--- src/rtl/gold_gen_pkg.sv ---
// Shared types, constants and the LFSR step rule for the Gold/M-sequence generator.
package gold_gen_pkg;

    typedef enum logic {
        IDLE = 1'b0,
        RUN  = 1'b1
    } state_e;

    localparam logic GOLD  = 1'b0;  // chip = out1 ^ out2
    localparam logic MONLY = 1'b1;  // chip = out1

    // Widest LFSR the step helper supports; narrower callers zero-extend.
    localparam int MAX_LEN = 32;

    // One Fibonacci step: shift right, feedback (parity of tapped bits) enters at bit len-1.
    function automatic logic [MAX_LEN-1:0] lfsr_next(
        input logic [MAX_LEN-1:0] state,
        input logic [MAX_LEN-1:0] poly,
        input int                 len
    );
        logic fb;
        fb = ^(state & poly);
        return (state >> 1) | ({{(MAX_LEN-1){1'b0}}, fb} << (len - 1));
    endfunction

endpackage

--- src/rtl/lfsr_fib.sv ---
// Fibonacci LFSR with synchronous load (priority) and step enable.
module lfsr_fib
    import gold_gen_pkg::*;
#(
    parameter int                LENGTH = 6,
    parameter logic [LENGTH-1:0] POLY   = 6'b000011
) (
    input  logic              clkin,
    input  logic              rstn,
    input  logic              load,
    input  logic [LENGTH-1:0] seed,
    input  logic              step,
    output logic              out,
    output logic [LENGTH-1:0] state
);

    logic [LENGTH-1:0] state_q, state_d;

    // Next state: a load overrides a step; otherwise hold.
    always_comb begin
        // NOTE: assign a default first so every path writes state_d and no latch is inferred.
        state_d = state_q;
        if (load) begin
            state_d = seed;
        end else if (step) begin
            state_d = LENGTH'(lfsr_next(MAX_LEN'(state_q), MAX_LEN'(POLY), LENGTH));
        end
    end

    // State register.
    always_ff @(posedge clkin or negedge rstn) begin
        // NOTE: sequential state uses non-blocking assignments so all flops update together.
        if (!rstn) begin
            state_q <= '0;
        end else begin
            state_q <= state_d;
        end
    end

    assign out   = state_q[0];
    assign state = state_q;

endmodule

--- src/rtl/gold_gen_param.sv ---
// Parametrised Gold/M-sequence chip generator: seeds in over AXI-stream, chips out
// over AXI-stream with per-chip hold, period framing, repeat count and graceful stop.
module gold_gen_param
    import gold_gen_pkg::*;
#(
    parameter int                LENGTH = 6,
    parameter logic [LENGTH-1:0] POLY1  = 6'b000011,
    parameter logic [LENGTH-1:0] POLY2  = 6'b100111,
    parameter int                HOLD   = 3,
    parameter int                RPT_W  = 16
) (
    input  logic              clkin,
    input  logic              rstn,
    input  logic              s_tvalid,
    output logic              s_tready,
    input  logic [LENGTH-1:0] s_tdata,
    input  logic [LENGTH-1:0] s_tuser,
    input  logic              cfg_mode,
    input  logic [RPT_W-1:0]  cfg_repeat,
    input  logic              stop_i,
    output logic              m_tvalid,
    input  logic              m_tready,
    output logic              m_tdata,
    output logic              m_tlast,
    output logic              strobe_sig_o,
    output logic              busy_o,
    output logic              err_zero_seed_o
);

    localparam int                N         = 2**LENGTH - 1;
    localparam int                HW        = (HOLD > 1) ? $clog2(HOLD) : 1;
    localparam logic [HW-1:0]     HOLD_LAST = HW'(HOLD - 1);
    localparam logic [LENGTH-1:0] CHIP_LAST = LENGTH'(N - 1);

    state_e             state_q, state_d;
    logic               mode_q, mode_d;
    logic [RPT_W-1:0]   repeat_q, repeat_d;
    logic [RPT_W-1:0]   per_cnt_q, per_cnt_d;
    logic [HW-1:0]      hold_cnt_q, hold_cnt_d;
    logic [LENGTH-1:0]  chip_cnt_q, chip_cnt_d;
    logic               stop_q, stop_d;
    logic               err_q, err_d;

    logic               run;
    logic               accept;
    logic               hold_wrap;
    logic               beat_last;
    logic               seed_hs;
    logic               seed_bad;
    logic               load;
    logic               step;
    logic               out1, out2;
    logic [LENGTH-1:0]  lfsr1_state, lfsr2_state;

    assign run       = (state_q == RUN);
    assign accept    = run && m_tready;
    assign hold_wrap = (hold_cnt_q == HOLD_LAST);
    assign beat_last = (chip_cnt_q == CHIP_LAST) && hold_wrap;
    assign seed_hs   = (state_q == IDLE) && s_tvalid;
    // LFSR1 always drives the output; LFSR2 only matters in Gold mode.
    assign seed_bad  = (s_tuser == '0) || ((cfg_mode == GOLD) && (s_tdata == '0));
    assign load      = seed_hs && !seed_bad;
    assign step      = accept && hold_wrap;

    lfsr_fib #(.LENGTH(LENGTH), .POLY(POLY1)) u_lfsr1 (
        .clkin (clkin),
        .rstn  (rstn),
        .load  (load),
        .seed  (s_tuser),
        .step  (step),
        .out   (out1),
        .state (lfsr1_state)
    );

    lfsr_fib #(.LENGTH(LENGTH), .POLY(POLY2)) u_lfsr2 (
        .clkin (clkin),
        .rstn  (rstn),
        .load  (load),
        .seed  (s_tdata),
        .step  (step),
        .out   (out2),
        .state (lfsr2_state)
    );

    // Next-state logic: seed acceptance in IDLE, beat/chip/period counting in RUN.
    always_comb begin
        state_d    = state_q;
        mode_d     = mode_q;
        repeat_d   = repeat_q;
        per_cnt_d  = per_cnt_q;
        hold_cnt_d = hold_cnt_q;
        chip_cnt_d = chip_cnt_q;
        stop_d     = stop_q;
        err_d      = 1'b0;
        case (state_q)
            IDLE: begin
                if (seed_hs) begin
                    if (seed_bad) begin
                        err_d = 1'b1;
                    end else begin
                        state_d    = RUN;
                        mode_d     = cfg_mode;
                        repeat_d   = cfg_repeat;
                        per_cnt_d  = '0;
                        hold_cnt_d = '0;
                        chip_cnt_d = '0;
                        stop_d     = 1'b0;
                    end
                end
            end
            RUN: begin
                if (stop_i) begin
                    stop_d = 1'b1;
                end
                if (accept) begin
                    if (hold_wrap) begin
                        hold_cnt_d = '0;
                        chip_cnt_d = (chip_cnt_q == CHIP_LAST) ? '0 : chip_cnt_q + 1'b1;
                    end else begin
                        hold_cnt_d = hold_cnt_q + 1'b1;
                    end
                    // A period only ends on its tlast beat, so stop never truncates one;
                    // a stop arriving on that very beat still counts.
                    if (beat_last) begin
                        per_cnt_d = per_cnt_q + 1'b1;
                        if (stop_q || stop_i || ((repeat_q != '0) && (per_cnt_d == repeat_q))) begin
                            state_d = IDLE;
                            stop_d  = 1'b0;
                        end
                    end
                end
            end
            default: state_d = IDLE;
        endcase
    end

    // Control and counter registers.
    always_ff @(posedge clkin or negedge rstn) begin
        if (!rstn) begin
            state_q    <= IDLE;
            mode_q     <= GOLD;
            repeat_q   <= '0;
            per_cnt_q  <= '0;
            hold_cnt_q <= '0;
            chip_cnt_q <= '0;
            stop_q     <= 1'b0;
            err_q      <= 1'b0;
        end else begin
            state_q    <= state_d;
            mode_q     <= mode_d;
            repeat_q   <= repeat_d;
            per_cnt_q  <= per_cnt_d;
            hold_cnt_q <= hold_cnt_d;
            chip_cnt_q <= chip_cnt_d;
            stop_q     <= stop_d;
            err_q      <= err_d;
        end
    end

    // Zero-seed rejection keeps every LFSR that feeds the output out of the all-zero state.
    always_ff @(posedge clkin) begin
        if (rstn && run) begin
            assert (lfsr1_state != '0);
            assert ((mode_q == MONLY) || (lfsr2_state != '0));
        end
    end

    assign s_tready        = (state_q == IDLE);
    assign m_tvalid        = run;
    assign m_tdata         = run && ((mode_q == MONLY) ? out1 : (out1 ^ out2));
    assign m_tlast         = run && beat_last;
    assign strobe_sig_o    = accept && (chip_cnt_q == '0) && (hold_cnt_q == '0);
    assign busy_o          = run;
    assign err_zero_seed_o = err_q;

endmodule
--- config.mk ---
export PLATFORM = sky130hd
export DESIGN_NAME = gold_gen_param
export DESIGN_NICKNAME = d
export VERILOG_FILES = /design/src/rtl/gold_gen_pkg.sv /design/src/rtl/lfsr_fib.sv /design/src/rtl/gold_gen_param.sv
export SDC_FILE = /design/constraint.sdc
export NUM_CORES = 1
export LEC_CHECK = 0
export ABC_AREA = 1
export ABC_CLOCK_PERIOD_IN_PS = 4500
export CAP_MARGIN = 20
export CORE_UTILIZATION = 55
export CTS_BUF_LIST = sky130_fd_sc_hd__clkbuf_16
export CTS_CLUSTER_SIZE = 40
export DETAILED_ROUTE_END_ITERATION = 8
export GPL_TIMING_DRIVEN = 0
export MAX_ROUTING_LAYER = met4
export PLACE_DENSITY = 0.79
export SLEW_MARGIN = 25
export SYNTH_ARGS = -nofsm -noshare
export SYNTH_HDL_FRONTEND = slang
export SYNTH_SLANG_ARGS = --single-unit
--- constraint.sdc ---
create_clock -name clkin -period 4.5 [get_ports clkin]
set_input_delay 1.35 -clock clkin [delete_from_list [all_inputs] [get_ports clkin]]
set_output_delay 1.35 -clock clkin [all_outputs]
set_load 0.1 [all_outputs]
* Yosys cells after proc, flatten, opt, wreduce, memory -nomap -nowiden
Cells that the tools add are included.
Cells by class: $add $sub $neg 3, $mul 0, div/mod/pow operators 0, order comparisons 0, equality and inequality tests 8, shifts and indexed selects 0, mux-type cells 37, bitwise logic cells 6, reductions and logical operators 28
Operators with widths (count):
- $mux W16 | 4
- $reduce_xor A32 Y1 | 2
- $mux W6 | 9
- $pmux W16 S2 | 1
- $logic_not A6 Y1 | 3
- $add A16 B1 Y16 const B | 1
- $eq A16 B16 Y1 | 1
- $reduce_bool A16 Y1 | 1
- $mux W1 | 15
- $or A5 B6 Y6 | 2
- $pmux W6 S2 | 1
- $logic_and A1 B1 Y1 | 11
- $mux W2 | 4
- $ne A2 B1 Y1 const B | 4
- $reduce_and A4 Y1 | 2
- $add A6 B1 Y6 const B | 1
- $eq A6 B6 Y1 const B | 1
- $reduce_and A3 Y1 | 2
- $pmux W1 S2 | 2
- $pmux W2 S2 | 1
- $logic_or A1 B1 Y1 | 3
- $not A1 Y1 | 3
- $add A2 B1 Y2 const B | 1
- $eq A2 B2 Y1 const B | 1
- 6 further kinds | 6
Storage, ports and cells: bits in registers 56, latch bits 0, bits in writable memories 0, bits in read-only memories 0, input bits 34, output and inout port bits 7, word-level logic and storage cells 92, memories kept 0

* Logic depth before layout (Yosys ltp)
depth after elaboration 8, mapped depth 14

* By module
Synthesis repeated with hierarchy kept, for this count alone.
Unflattened totals: cells, all modules 478, area total of the unflattened synthesis 3452.1 sq um
By module, submodules not included:
- gold_gen_param | times used 1, cells an instance 391, area an instance 2778.9 sq um
- lfsr_fib at u_lfsr2 | times used 1, cells an instance 47, area an instance 365.4 sq um
- lfsr_fib at u_lfsr1 | times used 1, cells an instance 40, area an instance 307.8 sq um

* Worst setup path before layout
No wires, ideal clock.
path type register to output, from reg state_q (netlist: busy_o), to out m_tlast, arrival time 4.808 ns, data required time 3.150 ns, path slack -1.658 ns, cell stages (with the launch flop) 3, path buffers 0, path through dfrtp_1 inv_1 nor4_1
On the way: cells in the longest elaborated chain, start to end 1
Ends and longest elaborated chain:
- from (decl) | line gold_gen_param.sv:35 | state_e state_q, state_d;
- from (signal assigned) | line gold_gen_param.sv:149 | state_q <= state_d;
- $logic_and A1 B1 Y1 | line gold_gen_param.sv:171 | assign m_tlast = run && beat_last;
- to (decl) | line gold_gen_param.sv:24 | output logic m_tlast,
No other way between the ends.

* Worst setup path in the final report
from in m_tready, to out strobe_sig_o
On the way: cells in the longest elaborated chain, start to end 3
Ends and longest elaborated chain:
- from (decl) | line gold_gen_param.sv:22 | input logic m_tready,
- $logic_and A1 B1 Y1 | line gold_gen_param.sv:56 | assign accept = run && m_tready;
- $logic_and A1 B1 Y1 (2 in series) | line gold_gen_param.sv:172 | assign strobe_sig_o = accept && (chip_cnt_q == '0) && (hold_cnt_q == '0);
- to (decl) | line gold_gen_param.sv:25 | output logic strobe_sig_o,
No other way between the ends.

==> metrics.txt <==
initial antenna violation count=0; Setup crit start kind=input pin; Die Height=78.6 microns; Clock Latency Late Sink=roughly 0.29 ns; non-filler cells, final=between 500 and 600; Final #Nets=529; clk_skew=approximately 0.0091 ns; TritonCTS clock tree=yes; # resized after CTS=3; cts hold-fix bufs=0; Unique masters post-synth=31; Tot GR Track Use=between 20% and 30%; grt met3 use=around 4.3%; CTS Sinks=between 50 and 60; fmax=between 200 and 250 MHz; synthesized cell area=between 3000 and 4000 sq um; Final GP Congestion=just over 0.9; arrival time at the worst endpoint=2.88 ns; first-pass GRT wire length=around 14000 microns; worst hold margin=between 0.4 and 0.5 ns; Seq/Total Area, Yosys=43.4%; die width=78.6 microns; Initial Util=57.9%; Final Hold Vio Count=0; peak supply drop=around 0.00024 V; fin crit share=between 90% and 100%; sequential share of power=between 40% and 50%; Syn Nets=about 480; Area Growth Syn to Fin=21.2%; CP bufs+invs=3; cells along the critical path=clkdlybuf4s50_1 -> nand2_1 -> inv_1 -> nand3_1 -> nor4_4 -> clkdlybuf4s15_2; num rows=27; NetSw=roughly 0.58 mW; setup bufs post-CTS=0; top cells by count, synth=nand2_1, dfrtp_1, inv_1, nand3_1, nor2_1; clk buf depth=2; largest net degree at the start of global routing=45; Post-Layout Inst Area=3910 sq um; Max Slew Vio Count=0; most numerous cell in the Yosys netlist=nand2_1; Ant. Diodes=0; required time of the critical path=3.15 ns; Die Area=between 6000 and 7000 sq um; top cells by area, synth=dfrtp_1, nand2_1, nand3_1, inv_1, o21ai_0; async set or reset register ratio after synthesis=100%; Worst setup EP type=primary output; htree depth=2; core area=~5600 sq um; crit-path max FO=3; number of buffers created by CTS=5; Worst Hold Class=reg -> reg; WS Path Type=in -> out; Post-synth EDFFs=0; Syn Area/Cell=about 7.3 sq um; Tightest Pin Transition=approximately 0.97 ns; placed cell area=around 3800 sq um; Max-slew headroom=about a third; grt met2 use=about half; max-cap violations=0; clock root buffer=clkbuf_16; Post-Place Cells=556; share of cells above drive strength 1=between 6 and 7%; met1 Use GR=between 30 and 40%; cells after synthesis=roughly 440; Ys Warns=0; Pre-antenna DRT Iters=5; combinational group share of total power=31.8%; RSZ-0062 raised after global routing=no; vias in the first global route=2969; DR iter-0 viols=218; Post-synth top flop=dfrtp_1; static leakage=1.87 nW; WL final=roughly 8000 microns; Pwr Density=409 nW/um^2; share of the synthesized area in the top cell type=a little over two fifths; post-DR wirelength/cell=14.2 microns; post-synthesis register bit count=56; Clock Power Share=between 20% and 30%; clock slew at reported path FFs=approximately 0.070 ns; cell taking the most area after synthesis=dfrtp_1; Slowest Stage Delay on Critical Path=~0.59 ns; Port Buffer Count=40; Tmin final=roughly 4.2 ns; Power Total=~1.6 mW; CP max-delay cell=clkdlybuf4s15_2; grt ovf=0; Switching Share=between 30% and 40%; Via Count=roughly 3000; # DRC=0; final setup fails=0; routed vias/inst=~5.5; post-route ant nets=0; top-level I/O count=a little over 40; HPWL reported at the end of detailed placement=5910 microns; status=finished, final reports clean; setup TNS=0 ns; GRT busiest layer=met2; Largest delay share family, worst path=buffers and inverters; Pint=around 1.0 mW
-- registers in the layout, summed over array words and instances, names as in the netlist --
| name | count |
|---|---|
| per_cnt_q | 16 |
| repeat_q | 16 |
| chip_cnt_q | 6 |
| u_lfsr1.state | 6 |
| u_lfsr2.state | 6 |
| hold_cnt_q | 2 |
| busy_o | 1 |
| err_zero_seed_o | 1 |
| mode_q | 1 |
| stop_q | 1 |
-- layout by cell type (no fill, tap or decap), types with 3 or more instances in the layout --
master | netlist | final
clkdlybuf4s50_1 | 0 | 38
nand3_1 | 41 | 41
clkbuf_1 | 3 | 3
o32ai_1 | 3 | 3
clkbuf_16 | 0 | 5
buf_2 | 6 | 6
ha_1 | 4 | 4
nor2_1 | 41 | 41
a21oi_1 | 8 | 8
nand4_1 | 9 | 9
dfrtp_1 | 56 | 56
o21ai_0 | 32 | 32
a31oi_1 | 9 | 9
nor3_1 | 6 | 6
nand2_1 | 146 | 146
inv_1 | 45 | 47
nor2_4 | 3 | 3
xor2_1 | 4 | 4
xnor2_1 | 5 | 5
-- area by class of cell --
class / count / area, sq um
Buffer: 12 / 71.3
Clock buffer: 5 / 125
Clock inverter: 3 / 11.3
Fill cell: 493 / 1660
Inverter: 46 / 173
Multi-Input combinational cell: 329 / 1610
Sequential cell: 56 / 1400
Tap cell: 72 / 90.1
Timing Repair Buffer: 41 / 427
-- worst min-delay path: stages (launching register included) --
cell,delay (ns)
dfrtp_1,0.36
nand2_1,0.06
nand2_1,0.05
-- worst paths after layout --
check	startpoint	to	slack, ns	cells after the start
min in group asynchronous	rstn	repeat_q[5]$_DFFE_PN0P_	0.90	1
setup / recovery	m_tready	strobe_sig_o	0.27	6
hold reg to reg	mode_q$_DFFE_PN0P_	mode_q$_DFFE_PN0P_	0.50	2
max in group asynchronous	rstn	repeat_q[0]$_DFFE_PN0P_	3.13	2
setup reg to reg	chip_cnt_q[0]$_DFFE_PN0P_	per_cnt_q[3]$_DFFE_PN0P_	2.39	9
hold / removal	mode_q$_DFFE_PN0P_	mode_q$_DFFE_PN0P_	0.50	2
-- logic make-up after synthesis --
logic type	Yosys count	share of synthesized area [%]
AO/OA/AOI/OAI	57	9.85
adder cells (fa/ha/maj)	4	1.55
XOR/XNOR	10	3.14
flip-flops	56	43.4
AND/OR/NAND/NOR	258	34.5
buffers and inverters	58	7.56
-- power groups by stage --
stage          sequential (mW)  clock (mW)  combinational, mW
2_1_floorplan            0.699           0              0.384
3_3_place_gp             0.718           0              0.487
3_5_place_dp             0.721           0              0.507
4_1_cts                  0.713       0.381              0.510
5_1_grt                  0.730       0.394              0.575
6_report                 0.713       0.378              0.509
-- per-stage QoR --
stage               util [%]  setup slack, ns
CTS                     70.1            0.264
finish                  70.1            0.271
global route            70.1            0.168
floorplan                  -            0.138
global placement        67.2           -0.318
detailed placement      67.7           -0.302
-- layer usage --
| layer | share of wire [%] | vias to the layer above |
|---|---|---|
| met5 | 0 | - |
| met4 | 1.5 | 0 |
| met3 | 4.0 | 12 |
| met2 | 50 | 90 |
| met1 | 45 | 1454 |
| li1 | - | 1536 |
Note: power is estimated with default switching activity, not from simulation.
